`config.mk`:
```
export PLATFORM = sky130hd
export DESIGN_NAME = sdrc_req_arbiter
export DESIGN_NICKNAME = d
export VERILOG_FILES = /design/src/rtl/sdrc_req_arbiter.sv
export SDC_FILE = /design/constraint.sdc
export NUM_CORES = 1
export LEC_CHECK = 0
export BUFFER_PORTS_ARGS = -buffer_cell sky130_fd_sc_hd__buf_2
export CAP_MARGIN = 15
export CORE_AREA = 2 2 119 121
export DETAILED_ROUTE_END_ITERATION = 10
export DIE_AREA = 0 0 121 123
export GPL_TIMING_DRIVEN = 0
export PLACE_DENSITY = 0.54
export SYNTH_ARGS = -nofsm -noshare
export SYNTH_HDL_FRONTEND = slang
export SYNTH_SLANG_ARGS = --single-unit
export TNS_END_PERCENT = 5
```
`constraint.sdc`:
```
create_clock -name clk -period 2.37 [get_ports clk]
set_input_delay 0.474 -clock clk [delete_from_list [all_inputs] [get_ports clk]]
set_output_delay 0.474 -clock clk [all_outputs]
set_load 0.03 [all_outputs]
```
`src/rtl/sdrc_req_arbiter.sv`:
```
// Two-port round-robin arbiter in front of the SDRAM controller request port.
// The grant is held from request through the last data beat of the burst.
module sdrc_req_arbiter #(
  parameter int APP_AW = 30,
  parameter int APP_DW = 32,
  parameter int APP_BW = 4,
  parameter int APP_RW = 9
) (
  input  logic                  clk,
  input  logic                  reset_n,
  input  logic [1:0]            app_req,
  input  logic [2*APP_AW-1:0]   app_req_addr,
  input  logic [2*APP_RW-1:0]   app_req_len,
  input  logic [1:0]            app_req_wr_n,
  input  logic [1:0]            app_req_dma_last,
  output logic [1:0]            app_req_ack,
  input  logic [2*APP_DW-1:0]   app_wr_data,
  input  logic [2*APP_BW-1:0]   app_wr_en_n,
  output logic [1:0]            app_wr_next,
  output logic [APP_DW-1:0]     app_rd_data,
  output logic [1:0]            app_rd_valid,
  output logic                  mc_req,
  output logic [APP_AW-1:0]     mc_req_addr,
  output logic [APP_RW-1:0]     mc_req_len,
  output logic                  mc_req_wr_n,
  output logic                  mc_req_dma_last,
  input  logic                  mc_req_ack,
  output logic [APP_DW-1:0]     mc_wr_data,
  output logic [APP_BW-1:0]     mc_wr_en_n,
  input  logic                  mc_wr_next,
  input  logic [APP_DW-1:0]     mc_rd_data,
  input  logic                  mc_rd_valid,
  output logic                  arb_grant,
  output logic                  arb_busy
);

  typedef enum logic [1:0] {IDLE, REQ, XFER} state_t;

  state_t              state, state_nxt;
  logic                grant_nxt;
  logic                last_served, last_nxt;
  logic [APP_RW-1:0]   beat_cnt, cnt_nxt;
  logic                dir, dir_nxt;
  logic                strobe;

  // Request and write-data muxes follow the registered grant in every state.
  assign mc_req_addr     = arb_grant ? app_req_addr[2*APP_AW-1:APP_AW] : app_req_addr[APP_AW-1:0];
  assign mc_req_len      = arb_grant ? app_req_len[2*APP_RW-1:APP_RW]  : app_req_len[APP_RW-1:0];
  assign mc_req_wr_n     = app_req_wr_n[arb_grant];
  assign mc_req_dma_last = app_req_dma_last[arb_grant];
  assign mc_wr_data      = arb_grant ? app_wr_data[2*APP_DW-1:APP_DW]  : app_wr_data[APP_DW-1:0];
  assign mc_wr_en_n      = arb_grant ? app_wr_en_n[2*APP_BW-1:APP_BW]  : app_wr_en_n[APP_BW-1:0];
  assign app_rd_data     = mc_rd_data;
  assign arb_busy        = (state != IDLE);

  // dir=1 means a read burst, so only read strobes count beats and vice versa.
  assign strobe = dir ? mc_rd_valid : mc_wr_next;

  always_ff @(posedge clk) begin
    if (!reset_n) begin
      state       <= IDLE;
      arb_grant   <= 1'b0;
      last_served <= 1'b1;
      beat_cnt    <= '0;
      dir         <= 1'b0;
    end else begin
      state       <= state_nxt;
      arb_grant   <= grant_nxt;
      last_served <= last_nxt;
      beat_cnt    <= cnt_nxt;
      dir         <= dir_nxt;
    end
  end

  always_comb begin
    state_nxt    = state;
    grant_nxt    = arb_grant;
    last_nxt     = last_served;
    cnt_nxt      = beat_cnt;
    dir_nxt      = dir;
    mc_req       = 1'b0;
    app_req_ack  = 2'b00;
    app_wr_next  = 2'b00;
    app_rd_valid = 2'b00;
    case (state)
      IDLE: begin
        if (|app_req) begin
          grant_nxt = (&app_req) ? ~last_served : app_req[1];
          state_nxt = REQ;
        end
      end
      REQ: begin
        mc_req = app_req[arb_grant];
        if (!app_req[arb_grant]) begin
          state_nxt = IDLE;
        end else if (mc_req_ack) begin
          app_req_ack[arb_grant] = 1'b1;
          // A zero-length request has no data phase and completes on accept.
          if (mc_req_len == '0) begin
            state_nxt = IDLE;
            last_nxt  = arb_grant;
          end else begin
            cnt_nxt   = mc_req_len;
            dir_nxt   = mc_req_wr_n;
            state_nxt = XFER;
          end
        end
      end
      XFER: begin
        app_wr_next[arb_grant]  = ~dir & mc_wr_next;
        app_rd_valid[arb_grant] = dir & mc_rd_valid;
        if (strobe) begin
          cnt_nxt = beat_cnt - APP_RW'(1);
          if (beat_cnt == APP_RW'(1)) begin
            state_nxt = IDLE;
            last_nxt  = arb_grant;
          end
        end
      end
      default: state_nxt = IDLE;
    endcase
  end

endmodule

```
* Word-level counts from Yosys, hierarchy flattened
Cells that the tools add are included.
Storage, ports and cells: bits in registers 14, bits in latches 0, bits in writable memories 0, bits in read-only memories 0, input bits 193, output and inout port bits 118, logic and storage cells 76, memories 0
Operators by class: add/subtract/negate cells 1, $mul 0, div/mod/pow operators 0, magnitude comparators 2, equality and inequality tests 11, shifts and indexed selects 0, multiplexer cells 38, bitwise logic cells 7, reductions and logical operators 12
Operators by type and width (count):
- $mux 9 | 5
- $mux 32 | 1
- $mux 30 | 1
- $mux 2 | 11
- $pmux 9 s2 | 1
- $mux 1 | 15
- $ne 2x2->1 const B | 7
- $eq 9x1->1 const B | 1
- $logic_not 9->1 | 1
- $sub 9x1->9 const B | 1
- $reduce_and 4->1 | 2
- $pmux 2 s3 | 1
- $reduce_and 6->1 | 1
- $reduce_and 5->1 | 1
- $and 2x2->2 | 2
- $mux 4 | 1
- $reduce_and 2->1 | 2
- $reduce_bool 2->1 | 2
- $ne 3x3->1 const B | 1
- $not 1->1 | 3
- $and 1x1->1 | 2
- $eq 2x1->1 const B | 1
- $eq 2x2->1 const B | 1
- $logic_not 2->1 | 1
- other kinds (6) | 6

* Depth between registers and ports, before layout
depth in word-level cells 7, depth in mapped cells 7, gate-level depth less buffers 7

* Worst setup path after synthesis
Ideal clock, no wire load.
path kind flip-flop to output port, from reg arb_grant, to out app_req_ack[0], arrival 1843 ps, data required time 1896 ps, slack 53 ps, stages on the path, launching flop included 6, path buffers 4, path through dfxtp_1 > buf_4 > buf_2 > buf_2 > buf_2 > nor3b_1
Between the ends: word-level cells in the longest chain between the ends 7, elaborated cells on any way between the ends 10, classes of those cells 2 x order compare; 7 x mux; 1 x reduce/logical
RTL lines:
- start: declaration | line 33 | output logic arb_grant,
- start signal: assignment | line 68 | arb_grant <= grant_nxt;
- $lt 1x2->1 (implied by the code) / $ge 1x1->1 (equally long branches) | line 97 | app_req_ack[arb_grant] = 1'b1;
- $logic_and 1x1->1 (implied by the code) | line 97
- $mux 1 (implied by the code) | line 97
- $demux 1 s1 | line 97
- $mux 2 | line 96 | end else if (mc_req_ack) begin
- $mux 2 (*) | line 94 | if (!app_req[arb_grant]) begin
- $mux 2 (*) | line 85 | case (state)
- end: declaration | line 16 | output logic [1:0] app_req_ack,
Mark *: on every way between the ends. The rest lies on a longest branch, timed or not. The select of a mux whose other input is x is not followed.

* Worst setup path after layout
from reg arb_grant, to out mc_wr_data[0]
Between the ends: word-level cells in the longest chain between the ends 1
RTL lines:
- $mux 32 | line 51 | assign mc_wr_data = arb_grant ? app_wr_data[2*APP_DW-1:APP_DW] : app_wr_data[APP_DW-1:0];
- end: declaration | line 28 | output logic [APP_DW-1:0] mc_wr_data,
No other way between the ends.

==> reports/results.tsv <==
stage	metric	value	unit
place	dpl.hpwl	11300	um
sta	finalClockSkew	0.00426	ns
setup_path	worst-path-buf-inv	5	
power	peakVddDrop	0.234	mV
global_route	grt_pass1_vias	2677	
synthesis	synth_area_leaders	mux2_2 40%, dfxtp_1 13%, buf_4 11%	
sta	fin_hold_ws	0.499	ns
route	ant_nets	0	
power	p_leak	2.03	nW
route	via_count	2925	
clock_network	cts_made_buffers	3	
route	detail_route.drc_violations	0	
synthesis	mappedNetlistArea	2160	um^2
clock_network	hold_buffers	0	
synthesis	synthTopCellsByCount	77 x mux2_2, 33 x buf_4, 19 x nand2_1	
sta	relSlewSlack	0.633	
setup_path	start_kind	register	
power	power_density	414	nW/um^2
sta	rsz0062_at_grt	false	
layout	stdcell_area	3920	um^2
route	drt_iter0_drc	72	
synthesis	syn_area_per_cell	8.72	um^2
floorplan	die_h	123	um
outcome	status	complete, no violations	
clock_network	h-tree-depth	1	
setup_path	crit_type	reg -> out	
synthesis	synth_top_family_by_area	multiplexers	
sta	worst_pin_slew	0.543	ns
sta	slew_viol_final	0	
synthesis	synth-async-reset-ratio	0	
synthesis	ys.flop_type	dfxtp_1	
synthesis	synth_edf_count	0	
place	place.gp.congestion	0.822	
global_route	track_usage	0.150	
synthesis	synth-xor-area-share	0	
global_route	grt.overflow.total	0	
setup_path	crit_chain	buf_6, buf_12, buf_8, buf_6, mux2_2, buf_2	
job	max_cap_viol_count	0	
sta	setup_viol	0	
sta	finalCritPeriodShare	0.961	
route	detail_route.wirelength	12600	um
worst_hold_path	worst_hold_path_type	reg -> reg	
synthesis	ys_warn_count	0	
floorplan	die_width	121	um
synthesis	ys_ff_latch	14	
floorplan	ios	311	
clock_network	cts_sinks	14	
setup_path	slowest_delay	0.35	ns
route	firstDrtPassIters	4	
worst_hold_path	holdPathStages	2	
layout	finalNonFillerCells	710	
clock_network	post_cts_buffers	0	
setup_path	crit_path_frequent_cell	buf_6	
sta	final.min_clock_period	2.28	ns
setup_path	critPathArrivalTime	1.80	ns
floorplan	initial_core_util	0.159	
setup_path	worst_ep_required_time	1.90	ns
clock_network	insertion_delay	0.25	ns
synthesis	syn-instance-count	248	
setup_path	crit_slowest_cell	mux2_2	
synthesis	synthMuxAreaShare	0.433	
setup_path	cp_max_fo	11	
route	wl_per_cell	17.8	um
place	placed_area	3780	um^2
synthesis	seq_area_frac_synth	0.130	
worst_hold_path	hp-start	beat_cnt[1]$_SDFFE_PN0P_	
synthesis	synth_adder_area_share	0.0116	
global_route	antenna_found_initial	5	
synthesis	yosys.cell_types.count	48	
clock_network	cts.path.max_buffers	2	
synthesis	synth_top_area_cell	mux2_2	
clock_network	cts_root_buffer	clkbuf_16	
synthesis	synth_compound_area_frac	0.0920	
clock_network	cts_tree	built	
clock_network	cts.clk_slew.worst_paths	0.05	ns
sta	fmax	439	MHz
worst_hold_path	hold_path_end	beat_cnt[1]$_SDFFE_PN0P_	
place	port_buffers	278	
global_route	grt_pass1_wl	16200	um
setup_path	r2r_slack	0.32	ns
synthesis	yosysMostFrequentCell	mux2_2	
layout	layout-drive-gt1-share	0.773	
global_route	grt_max_degree	11	
layout	fin_nets	726	
floorplan	die_area	14900	um^2
route	vias_per_cell	4.12	
synthesis	synth.net_count	443	
floorplan	rows	43	
setup_path	worstSetupEndpointType	output pin	
place	place_inst	706	
floorplan	design.core.area	13600	um^2
setup_path	cp_top_family	buffers and inverters	
setup_path	r2r_cells	7	
sta	finalHoldViolCount	0	
setup_path	r2r_end	beat_cnt[1]$_SDFFE_PN0P_	
layout	area_delta_synth_final	81.4	%
synthesis	synth_top_cell_area_share	0.401	
synthesis	synth_simple_gate_area_share	0.180	
setup_path	reg2reg_from	arb_grant$_SDFFE_PN0P_	
[area by class of cell]
class	count	area, um^2
plain buffers	46	382
inverters	5	18.8
diodes	1	2.50
repair buffers	278	1390
multi-input cells	183	1550
well taps	180	225
fillers	1486	9690
clock buffers	3	75.1
flip-flops and latches	14	280
[worst max-delay path by stage]
stage                                       from              end  slack, ns  depth (start not counted)
final                     arb_grant$_SDFFE_PN0P_    mc_wr_data[0]       0.09                          6
after global routing      arb_grant$_SDFFE_PN0P_    mc_wr_data[2]       0.02                          6
after CTS                 arb_grant$_SDFFE_PN0P_  mc_req_addr[16]     -0.003                          6
after detailed placement  arb_grant$_SDFFE_PN0P_   mc_wr_data[18]      -0.18                          6
after global placement    arb_grant$_SDFFE_PN0P_   mc_wr_data[18]      -0.18                          6
after floorplan           arb_grant$_SDFFE_PN0P_   app_req_ack[0]       0.05                          5
[layout by cell type, fill, tap and decap left out, drive strengths merged, types with 2 or more instances in the layout]
cell	n
nor3	6
o211ai	2
buf	321
and3	2
nor2b	4
dfxtp	14
or3	2
o21ai	3
inv	5
nor3b	5
nand3	4
o31ai	2
mux2i	5
nor2	14
clkbuf	6
a2bb2oi	2
o2111ai	2
nor4	5
a21oi	6
ha	2
nand2	19
o21a	2
mux2	78
nand2b	2
[report_power, final]
part / internal (mW) / switching (mW) / total (mW)
logic: 0.422 / 0.613 / 1.04
registers: 0.251 / 0.0148 / 0.266
clock network: 0.221 / 0.101 / 0.322
[tightest hold or removal path: cells and delay by family (launching register included)]
| family | cells | cell delay, ns |
|---|---|---|
| and+or+nand+nor | 1 | 0.06 |
| DFF | 1 | 0.33 |
| muxes | 1 | 0.06 |
[cells by family after synthesis]
kind of cell,Yosys count
mux,83
simple gates,70
buf+inv,51
compound gates,28
flops,14
fa+ha+maj,2
[layer usage]
metal,vias to the layer above,global-route usage,routed length (um)
met2,162,0.240,5730
met4,8,0.0196,68
li1,1442,-,-
met1,1297,0.212,5720
met5,-,0,56
met3,16,0.0300,1050
[repair_timing]
item	4_1_cts	5_1_grt
endpoints found under the hold margin	0	0
gates resized for setup	14	6
endpoints found under the setup margin	73	50
[registers in the layout, indices dropped and copies added, names as in the netlist]
name         flops
beat_cnt         9
last_served      1
arb_grant        1
dir              1
state            2
[per-stage QoR]
| step | TNS (ns) | utilization | power (mW) | setup WS (ns) |
|---|---|---|---|---|
| floorplan | 0 | - | 0.922 | 0.0528 |
| global placement | -7.61 | 0.278 | 1.29 | -0.176 |
| detailed placement | -7.52 | 0.278 | 1.29 | -0.176 |
| CTS | -0.00491 | 0.286 | 1.63 | -0.00347 |
| global route | 0 | 0.288 | 1.70 | 0.0236 |
| finish | 0 | 0.288 | 1.62 | 0.0934 |
Power figures use the tool's default switching activity.
